--- config.mk ---
export PLATFORM = sky130hd
export DESIGN_NAME = load_store_unit_flat
export DESIGN_NICKNAME = d
export VERILOG_FILES = /design/src/rtl/lsu_pkg.sv /design/src/rtl/load_store_unit_if.sv /design/src/rtl/lsu_lane_align.sv /design/src/rtl/load_store_unit.sv /design/src/flat_wrapper.sv
export SDC_FILE = /design/constraint.sdc
export NUM_CORES = 1
export LEC_CHECK = 0
export ABC_AREA = 1
export CAP_MARGIN = 20
export CORE_ASPECT_RATIO = 1.1
export CORE_MARGIN = 5
export CORE_UTILIZATION = 44
export DETAILED_ROUTE_END_ITERATION = 16
export MAX_ROUTING_LAYER = met4
export PLACE_DENSITY = 0.89
export SLEW_MARGIN = 10
export SYNTH_ARGS = -nofsm -noshare
export SYNTH_HDL_FRONTEND = slang
export SYNTH_SLANG_ARGS = --single-unit
export TNS_END_PERCENT = 30
--- constraint.sdc ---
create_clock -name system_clock -period 2.5 [get_ports system_clock]
set_input_delay 0.5 -clock system_clock [delete_from_list [all_inputs] [get_ports system_clock]]
set_output_delay 0.5 -clock system_clock [all_outputs]
set_load 0.02 [all_outputs]
--- src/rtl/lsu_pkg.sv ---
// Shared types and constants for the load/store unit: access sizes, FSM
// state encoding and the data-path width.
package lsu_pkg;

  localparam int unsigned DATA_WIDTH = 32;

  localparam logic [1:0] SIZE_BYTE = 2'b00;
  localparam logic [1:0] SIZE_HALF = 2'b01;
  localparam logic [1:0] SIZE_WORD = 2'b10;

  typedef enum logic {
    IDLE      = 1'b0,
    RMW_WRITE = 1'b1
  } lsu_state_e;

  // The reserved size code 2'b11 behaves as a word access.
  function automatic logic [1:0] effective_size(input logic [1:0] size);
    return (size == 2'b11) ? SIZE_WORD : size;
  endfunction

endpackage

--- src/rtl/load_store_unit_if.sv ---
// EX/MEM request, data-memory and MEM/WB signals of the load/store unit.
// The slave modport is the LSU's view; master is the surrounding pipeline.
interface load_store_unit_if #(
  parameter int unsigned REG_ADDR_WIDTH = 5
) ();
  import lsu_pkg::*;

  logic                      ex_valid;
  logic                      ex_mem_read;
  logic                      ex_mem_write;
  logic [1:0]                ex_size;
  logic                      ex_unsigned;
  logic [DATA_WIDTH-1:0]     ex_address;
  logic [DATA_WIDTH-1:0]     ex_store_data;
  logic [REG_ADDR_WIDTH-1:0] ex_rd;
  logic                      ex_reg_write;
  logic                      stall;
  logic                      dm_write_enable;
  logic [DATA_WIDTH-1:0]     dm_address;
  logic [DATA_WIDTH-1:0]     dm_write_data;
  logic [DATA_WIDTH-1:0]     dm_read_data;
  logic                      wb_valid;
  logic [DATA_WIDTH-1:0]     wb_data;
  logic [REG_ADDR_WIDTH-1:0] wb_rd;
  logic                      wb_reg_write;
  logic                      misaligned;

  modport slave (
    input  ex_valid, ex_mem_read, ex_mem_write, ex_size, ex_unsigned,
           ex_address, ex_store_data, ex_rd, ex_reg_write, dm_read_data,
    output stall, dm_write_enable, dm_address, dm_write_data,
           wb_valid, wb_data, wb_rd, wb_reg_write, misaligned
  );

  modport master (
    output ex_valid, ex_mem_read, ex_mem_write, ex_size, ex_unsigned,
           ex_address, ex_store_data, ex_rd, ex_reg_write, dm_read_data,
    input  stall, dm_write_enable, dm_address, dm_write_data,
           wb_valid, wb_data, wb_rd, wb_reg_write, misaligned
  );

endinterface

--- src/rtl/lsu_lane_align.sv ---
// Combinational lane logic: extracts and extends a loaded byte/half from a
// memory word, and merges a store byte/half into an existing word.
module lsu_lane_align
  import lsu_pkg::*;
(
  input  logic [DATA_WIDTH-1:0] load_word,
  input  logic [1:0]            size,
  input  logic [1:0]            offset,
  input  logic                  load_unsigned,
  output logic [DATA_WIDTH-1:0] load_result,
  input  logic [DATA_WIDTH-1:0] old_word,
  input  logic [DATA_WIDTH-1:0] store_data,
  output logic [DATA_WIDTH-1:0] merged_word
);

  logic [7:0]  load_byte;
  logic [15:0] load_half;
  logic [1:0]  size_eff;

  always_comb begin
    size_eff  = effective_size(size);
    load_byte = load_word[{offset, 3'b000} +: 8];
    load_half = offset[1] ? load_word[31:16] : load_word[15:0];
    case (size_eff)
      SIZE_BYTE: load_result = {{24{~load_unsigned & load_byte[7]}}, load_byte};
      SIZE_HALF: load_result = {{16{~load_unsigned & load_half[15]}}, load_half};
      default:   load_result = load_word;
    endcase
  end

  always_comb begin
    merged_word = old_word;
    case (size_eff)
      SIZE_BYTE: merged_word[{offset, 3'b000} +: 8]  = store_data[7:0];
      SIZE_HALF: merged_word[{offset[1], 4'b0000} +: 16] = store_data[15:0];
      default:   merged_word = store_data;
    endcase
  end

endmodule

--- src/rtl/load_store_unit.sv ---
// MEM-stage load/store front end with read-modify-write for sub-word stores.
// Define LSU_MISALIGN_CHECK_EN to suppress and flag misaligned half/word accesses.
module load_store_unit
  import lsu_pkg::*;
#(
  parameter int unsigned           REG_ADDR_WIDTH = 5,
  parameter logic [DATA_WIDTH-1:0] WB_RESET_DATA  = 32'h0000_0000
) (
  input  logic            system_clock,
  input  logic            reset,
  load_store_unit_if.slave lsu
);

  lsu_state_e            state;
  logic [DATA_WIDTH-1:0] merge_reg;
  logic [DATA_WIDTH-1:0] load_result;
  logic [DATA_WIDTH-1:0] merged_word;
  logic [1:0]            size_eff;
  logic                  is_store;
  logic                  is_load;
  logic                  is_subword;
  logic                  misalign_hit;

  lsu_lane_align u_lane_align (
    .load_word     (lsu.dm_read_data),
    .size          (lsu.ex_size),
    .offset        (lsu.ex_address[1:0]),
    .load_unsigned (lsu.ex_unsigned),
    .load_result   (load_result),
    .old_word      (lsu.dm_read_data),
    .store_data    (lsu.ex_store_data),
    .merged_word   (merged_word)
  );

  always_comb begin
    size_eff   = effective_size(lsu.ex_size);
    is_store   = lsu.ex_valid & lsu.ex_mem_write;
    is_load    = lsu.ex_valid & lsu.ex_mem_read & ~lsu.ex_mem_write;
    is_subword = (size_eff != SIZE_WORD);
  end

`ifdef LSU_MISALIGN_CHECK_EN
  logic misaligned_q;

  always_comb begin
    misalign_hit = (is_store | is_load) &
                   (((size_eff == SIZE_HALF) & lsu.ex_address[0]) |
                    ((size_eff == SIZE_WORD) & (lsu.ex_address[1:0] != 2'b00)));
  end

  always_ff @(posedge system_clock or posedge reset) begin
    if (reset) misaligned_q <= 1'b0;
    else       misaligned_q <= (state == IDLE) & misalign_hit;
  end

  assign lsu.misaligned = misaligned_q;
`else
  assign misalign_hit   = 1'b0;
  assign lsu.misaligned = 1'b0;
`endif

  // Memory-side controls are decoded from state so an asynchronous reset
  // kills a pending RMW write in the same cycle.
  always_comb begin
    lsu.dm_address      = {lsu.ex_address[31:2], 2'b00};
    lsu.stall           = ~reset & (state == IDLE) & is_store & is_subword & ~misalign_hit;
    lsu.dm_write_enable = ~reset &
                          ((state == RMW_WRITE) |
                           ((state == IDLE) & is_store & ~is_subword & ~misalign_hit));
    lsu.dm_write_data   = (state == RMW_WRITE) ? merge_reg : lsu.ex_store_data;
  end

  always_ff @(posedge system_clock or posedge reset) begin
    if (reset) begin
      state            <= IDLE;
      merge_reg        <= '0;
      lsu.wb_valid     <= 1'b0;
      lsu.wb_reg_write <= 1'b0;
      lsu.wb_rd        <= '0;
      lsu.wb_data      <= WB_RESET_DATA;
    end else begin
      case (state)
        IDLE: begin
          if (!lsu.ex_valid) begin
            lsu.wb_valid     <= 1'b0;
            lsu.wb_reg_write <= 1'b0;
          end else if (misalign_hit) begin
            lsu.wb_valid     <= 1'b1;
            lsu.wb_reg_write <= 1'b0;
            lsu.wb_rd        <= lsu.ex_rd;
          end else if (is_store) begin
            lsu.wb_rd        <= lsu.ex_rd;
            lsu.wb_reg_write <= 1'b0;
            if (is_subword) begin
              merge_reg    <= merged_word;
              state        <= RMW_WRITE;
              lsu.wb_valid <= 1'b0;
            end else begin
              lsu.wb_valid <= 1'b1;
            end
          end else if (is_load) begin
            lsu.wb_data      <= load_result;
            lsu.wb_valid     <= 1'b1;
            lsu.wb_reg_write <= lsu.ex_reg_write;
            lsu.wb_rd        <= lsu.ex_rd;
          end else begin
            lsu.wb_data      <= lsu.ex_address;
            lsu.wb_valid     <= 1'b1;
            lsu.wb_reg_write <= lsu.ex_reg_write;
            lsu.wb_rd        <= lsu.ex_rd;
          end
        end
        RMW_WRITE: begin
          state            <= IDLE;
          lsu.wb_valid     <= 1'b1;
          lsu.wb_reg_write <= 1'b0;
        end
        default: state <= IDLE;
      endcase
    end
  end

endmodule

--- src/flat_wrapper.sv ---
// flat-port wrapper written by rule: the top's interface ports become plain ports
module load_store_unit_flat import lsu_pkg::*;
#(
  parameter int unsigned           REG_ADDR_WIDTH = 5,
  parameter logic [DATA_WIDTH-1:0] WB_RESET_DATA  = 32'h0000_0000
)
  (system_clock, reset, lsu_ex_valid, lsu_ex_mem_read, lsu_ex_mem_write, lsu_ex_size, lsu_ex_unsigned, lsu_ex_address, lsu_ex_store_data, lsu_ex_rd, lsu_ex_reg_write, lsu_dm_read_data, lsu_stall, lsu_dm_write_enable, lsu_dm_address, lsu_dm_write_data, lsu_wb_valid, lsu_wb_data, lsu_wb_rd, lsu_wb_reg_write, lsu_misaligned);
  load_store_unit_if #(.REG_ADDR_WIDTH(REG_ADDR_WIDTH)) lsu_i ();
  input  logic system_clock;
  input  logic reset;
  input wire logic [$bits(lsu_i.ex_valid)-1:0] lsu_ex_valid;
  input wire logic [$bits(lsu_i.ex_mem_read)-1:0] lsu_ex_mem_read;
  input wire logic [$bits(lsu_i.ex_mem_write)-1:0] lsu_ex_mem_write;
  input wire logic [$bits(lsu_i.ex_size)-1:0] lsu_ex_size;
  input wire logic [$bits(lsu_i.ex_unsigned)-1:0] lsu_ex_unsigned;
  input wire logic [$bits(lsu_i.ex_address)-1:0] lsu_ex_address;
  input wire logic [$bits(lsu_i.ex_store_data)-1:0] lsu_ex_store_data;
  input wire logic [$bits(lsu_i.ex_rd)-1:0] lsu_ex_rd;
  input wire logic [$bits(lsu_i.ex_reg_write)-1:0] lsu_ex_reg_write;
  input wire logic [$bits(lsu_i.dm_read_data)-1:0] lsu_dm_read_data;
  output wire logic [$bits(lsu_i.stall)-1:0] lsu_stall;
  output wire logic [$bits(lsu_i.dm_write_enable)-1:0] lsu_dm_write_enable;
  output wire logic [$bits(lsu_i.dm_address)-1:0] lsu_dm_address;
  output wire logic [$bits(lsu_i.dm_write_data)-1:0] lsu_dm_write_data;
  output wire logic [$bits(lsu_i.wb_valid)-1:0] lsu_wb_valid;
  output wire logic [$bits(lsu_i.wb_data)-1:0] lsu_wb_data;
  output wire logic [$bits(lsu_i.wb_rd)-1:0] lsu_wb_rd;
  output wire logic [$bits(lsu_i.wb_reg_write)-1:0] lsu_wb_reg_write;
  output wire logic [$bits(lsu_i.misaligned)-1:0] lsu_misaligned;
  assign lsu_i.ex_valid = lsu_ex_valid;
  assign lsu_i.ex_mem_read = lsu_ex_mem_read;
  assign lsu_i.ex_mem_write = lsu_ex_mem_write;
  assign lsu_i.ex_size = lsu_ex_size;
  assign lsu_i.ex_unsigned = lsu_ex_unsigned;
  assign lsu_i.ex_address = lsu_ex_address;
  assign lsu_i.ex_store_data = lsu_ex_store_data;
  assign lsu_i.ex_rd = lsu_ex_rd;
  assign lsu_i.ex_reg_write = lsu_ex_reg_write;
  assign lsu_i.dm_read_data = lsu_dm_read_data;
  assign lsu_stall = lsu_i.stall;
  assign lsu_dm_write_enable = lsu_i.dm_write_enable;
  assign lsu_dm_address = lsu_i.dm_address;
  assign lsu_dm_write_data = lsu_i.dm_write_data;
  assign lsu_wb_valid = lsu_i.wb_valid;
  assign lsu_wb_data = lsu_i.wb_data;
  assign lsu_wb_rd = lsu_i.wb_rd;
  assign lsu_wb_reg_write = lsu_i.wb_reg_write;
  assign lsu_misaligned = lsu_i.misaligned;
  load_store_unit #(.REG_ADDR_WIDTH(REG_ADDR_WIDTH), .WB_RESET_DATA(WB_RESET_DATA)) u_core (.system_clock(system_clock), .reset(reset), .lsu(lsu_i));
endmodule
==> metrics.yaml <==
run:
  cap_viol_max_count: 0
pwr:
  p_per_area_nw_per_um2: 524.8
  ir_drop_uv: 370.0
  p_comb_share_pct: 34.3
  p_int_mw: 2.694
  seqPwrFrac_pct: 36.2
  power_frac_clock_pct: 29.6
  power_switching_mw: 1.387
  p_leak_nw: 3.577
  total_power_mw: 4.081
  p_sw_share_pct: 33.99
clock_tree:
  cts_num_sinks: 72
  numCtsBuffers: 9
  clockBufferDepth: 2
  cts_tree: "done"
  clkSlewWorstSetupHoldPaths_ns: 0.06
  cts_htree_levels: 3
  postCtsSetupBuffers: 0
  clock_latency_ns: 0.34
  root_buffer: "clkbuf_16"
setup_path:
  r2r_end: "u_core.lsu.wb_data[2]$_DFFE_PP0P_"
  slowest_stage: "clkdlybuf4s50_1"
  crit_path_start_kind: "input pin"
  cp_num_cells: 4
  path_max_fanout: 2
  crit_start: "lsu_ex_store_data[4]"
  crit_buf_inv: 3
  critical_path.top_delay_family: "buffers and inverters"
  path_cells: "clkdlybuf4s50_1 > inv_1 > o21ai_0 > clkdlybuf4s50_1"
  cp_slowest_stage_delay_ns: 0.65
  crit_top_cell: "clkdlybuf4s50_1"
  crit_path_end: "lsu_dm_write_data[4]"
  endpoint_kind: "primary output"
  crit_type: "input pin to primary output"
  arrival_ns: 1.92
  reg2reg_depth: 9
  r2r_slack_ns: 0.62
  worstReg2RegStart: "u_core.state$_DFF_PP0_"
  worstPathRequired_ns: 2.00
sta:
  finalSetupTns_ns: 0
  hold_slack_ns: 0.4663
  maxSlewViolCount: 0
  finalCritPeriodShare_pct: 96.60
  finalCriticalPeriod_ns: 2.415
  fmax_mhz: 414.1
  setup_viol: 0
  relSlewSlack_pct: 57.63
  fin_worst_skew_ns: 0.003691
  rsz0062_at_grt: "false"
  hold_viol_final: 0
  worst_pin_slew_ns: 0.6347
  fin_ws_ns: 0.08494
route:
  drc: 0
  drtPass1Iterations: 6
  vias: 6265
  drt-vias-per-instance: 5.410
  first_iter_violations: 572
  ant_nets: 0
  wl_per_cell_um: 17.01
  wl_um: 19690
synthesis:
  synth_warnings: 0
  synthCells: 816
  yosysUniqueCellTypes: 29
  ys_seq_area_share_pct: 33.66
  syn-cell-area_um2: 5353
  syn_avg_cell_area_um2: 6.560
  ys_ff_latch: 72
floorplan:
  core_area_um2: 11980
  initial_core_util_pct: 44.67
  dieArea_um2: 14470
  ios: 216
  fp.dieW_um: 115.2
  die_h_um: 125.7
  num_rows: 42
cells_and_area:
  diodes: 0
  drive_above_1_share_pct: 9.761
  final_nets: 1114
  seq_area_um2: 1802
  layout_commonest_cell: "nand2_1"
  final_cell_mix: "nand2_1 (245), clkdlybuf4s50_1 (210), a21oi_1 (92)"
  area_delta_synth_final_pct: 45.28
  postLayoutCellArea_um2: 7776
  multi_input_area_um2: 2786
  n_fill_cell: 1077
outcome:
  status: "finished, final reports clean"
global_routing:
  grt_max_degree: 73
  overflow: 0
  antenna_found_initial: 0
  groute.usage.overall_pct: 27.51
  grt_pass1_vias: 6009
  grt_first_pass_wirelength_um: 30750
min_path:
  min_from: "u_core.lsu.wb_rd[1]$_DFFE_PP0P_"
  min_path_type: "flop to flop"
place:
  port_buffers: 212
  dpl-instance-area_um2: 7505
  place.gp.congestion: 0.9437
  dp_slack_ns: -0.1548
  dp_hpwl_um: 15060
==> cell usage after synthesis (all sizes together) <==
| master | instances | share of area, % |
|---|---|---|
| conb | 1 | 0.070 |
| nand2 | 248 | 18 |
| a21oi | 92 | 8.6 |
| o22ai | 24 | 2.8 |
| nor3 | 1 | 0.093 |
| or2 | 32 | 3.7 |
| o211ai | 1 | 0.14 |
| a31oi | 16 | 1.9 |
| a21boi | 1 | 0.14 |
| nor2 | 47 | 3.7 |
| dfrtp | 72 | 34 |
| ha | 5 | 1.2 |
| nand3 | 56 | 5.3 |
| clkinv | 1 | 0.070 |
| o21ai | 71 | 6.7 |
| buf | 59 | 8.1 |
| inv | 66 | 4.6 |
| clkbuf | 23 | 1.6 |
==> tightest hold or removal path, cell delays in order (launching register included) <==
cell	delay, ns
dfrtp_1	0.34
nand2_1	0.05
nand2_1	0.04
==> power groups by stage <==
stage	registers (mW)	clock network, mW	logic [mW]
floorplan	1.58	0	0.642
global placement	1.48	0	1.37
detailed placement	1.49	0	1.39
CTS	1.47	1.21	1.40
global route	1.50	1.27	1.52
finish	1.48	1.21	1.40
==> worst min-delay path by stage <==
stage,slack [ns],end,depth (start not counted)
floorplan,0.49,u_core.merge_reg[1]$_DFFE_PP0P_,2
global placement,0.46,u_core.lsu.wb_rd[4]$_DFFE_PP0P_,2
detailed placement,0.46,u_core.lsu.wb_rd[1]$_DFFE_PP0P_,2
CTS,0.47,u_core.lsu.wb_rd[1]$_DFFE_PP0P_,2
global route,0.49,u_core.lsu.wb_rd[3]$_DFFE_PP0P_,2
finish,0.47,u_core.lsu.wb_rd[1]$_DFFE_PP0P_,2
==> logic make-up after synthesis <==
| logic type | after synthesis | share of synthesized area [%] |
|---|---|---|
| AO/OA/AOI/OAI | 205 | 20.27 |
| adder cells (fa/ha/maj) | 5 | 1.169 |
| buffers and inverters | 149 | 14.42 |
| flip-flops | 72 | 33.66 |
| other | 1 | 0.07006 |
| AND/OR/NAND/NOR | 384 | 30.41 |
==> per-layer routing <==
layer	GRT usage (%)	part of all wire (%)	vias up
met5	-	0	-
met4	10.70	3.7	0
met3	6.478	10	63
met2	43.09	47	365
met1	34.32	39	2839
li1	-	-	2998
==> cell type report <==
type	instances	area share (%)
Timing Repair Buffer	252	31.76
Sequential cell	72	23.17
Inverter	67	3.234
Clock inverter	7	0.6275
Clock buffer	9	2.896
Tap cell	154	2.478
Multi-Input combinational cell	597	35.83
==> repair_timing <==
item | in CTS | in global routing
hold buffers | 0 | 0
resized for setup | 2 | 0
hold endpoints to repair | 0 | 0
endpoints found under the setup margin | 2 | 0
==> through the flow <==
step | instances | util, %
6_report | 1158 | 64.90
5_1_grt | 1158 | 64.90
4_1_cts | 1158 | 64.90
3_5_place_dp | 1142 | 62.64
3_3_place_gp | 1142 | 62.64
2_1_floorplan | 818 | -
(Power assumes the default switching activity.)
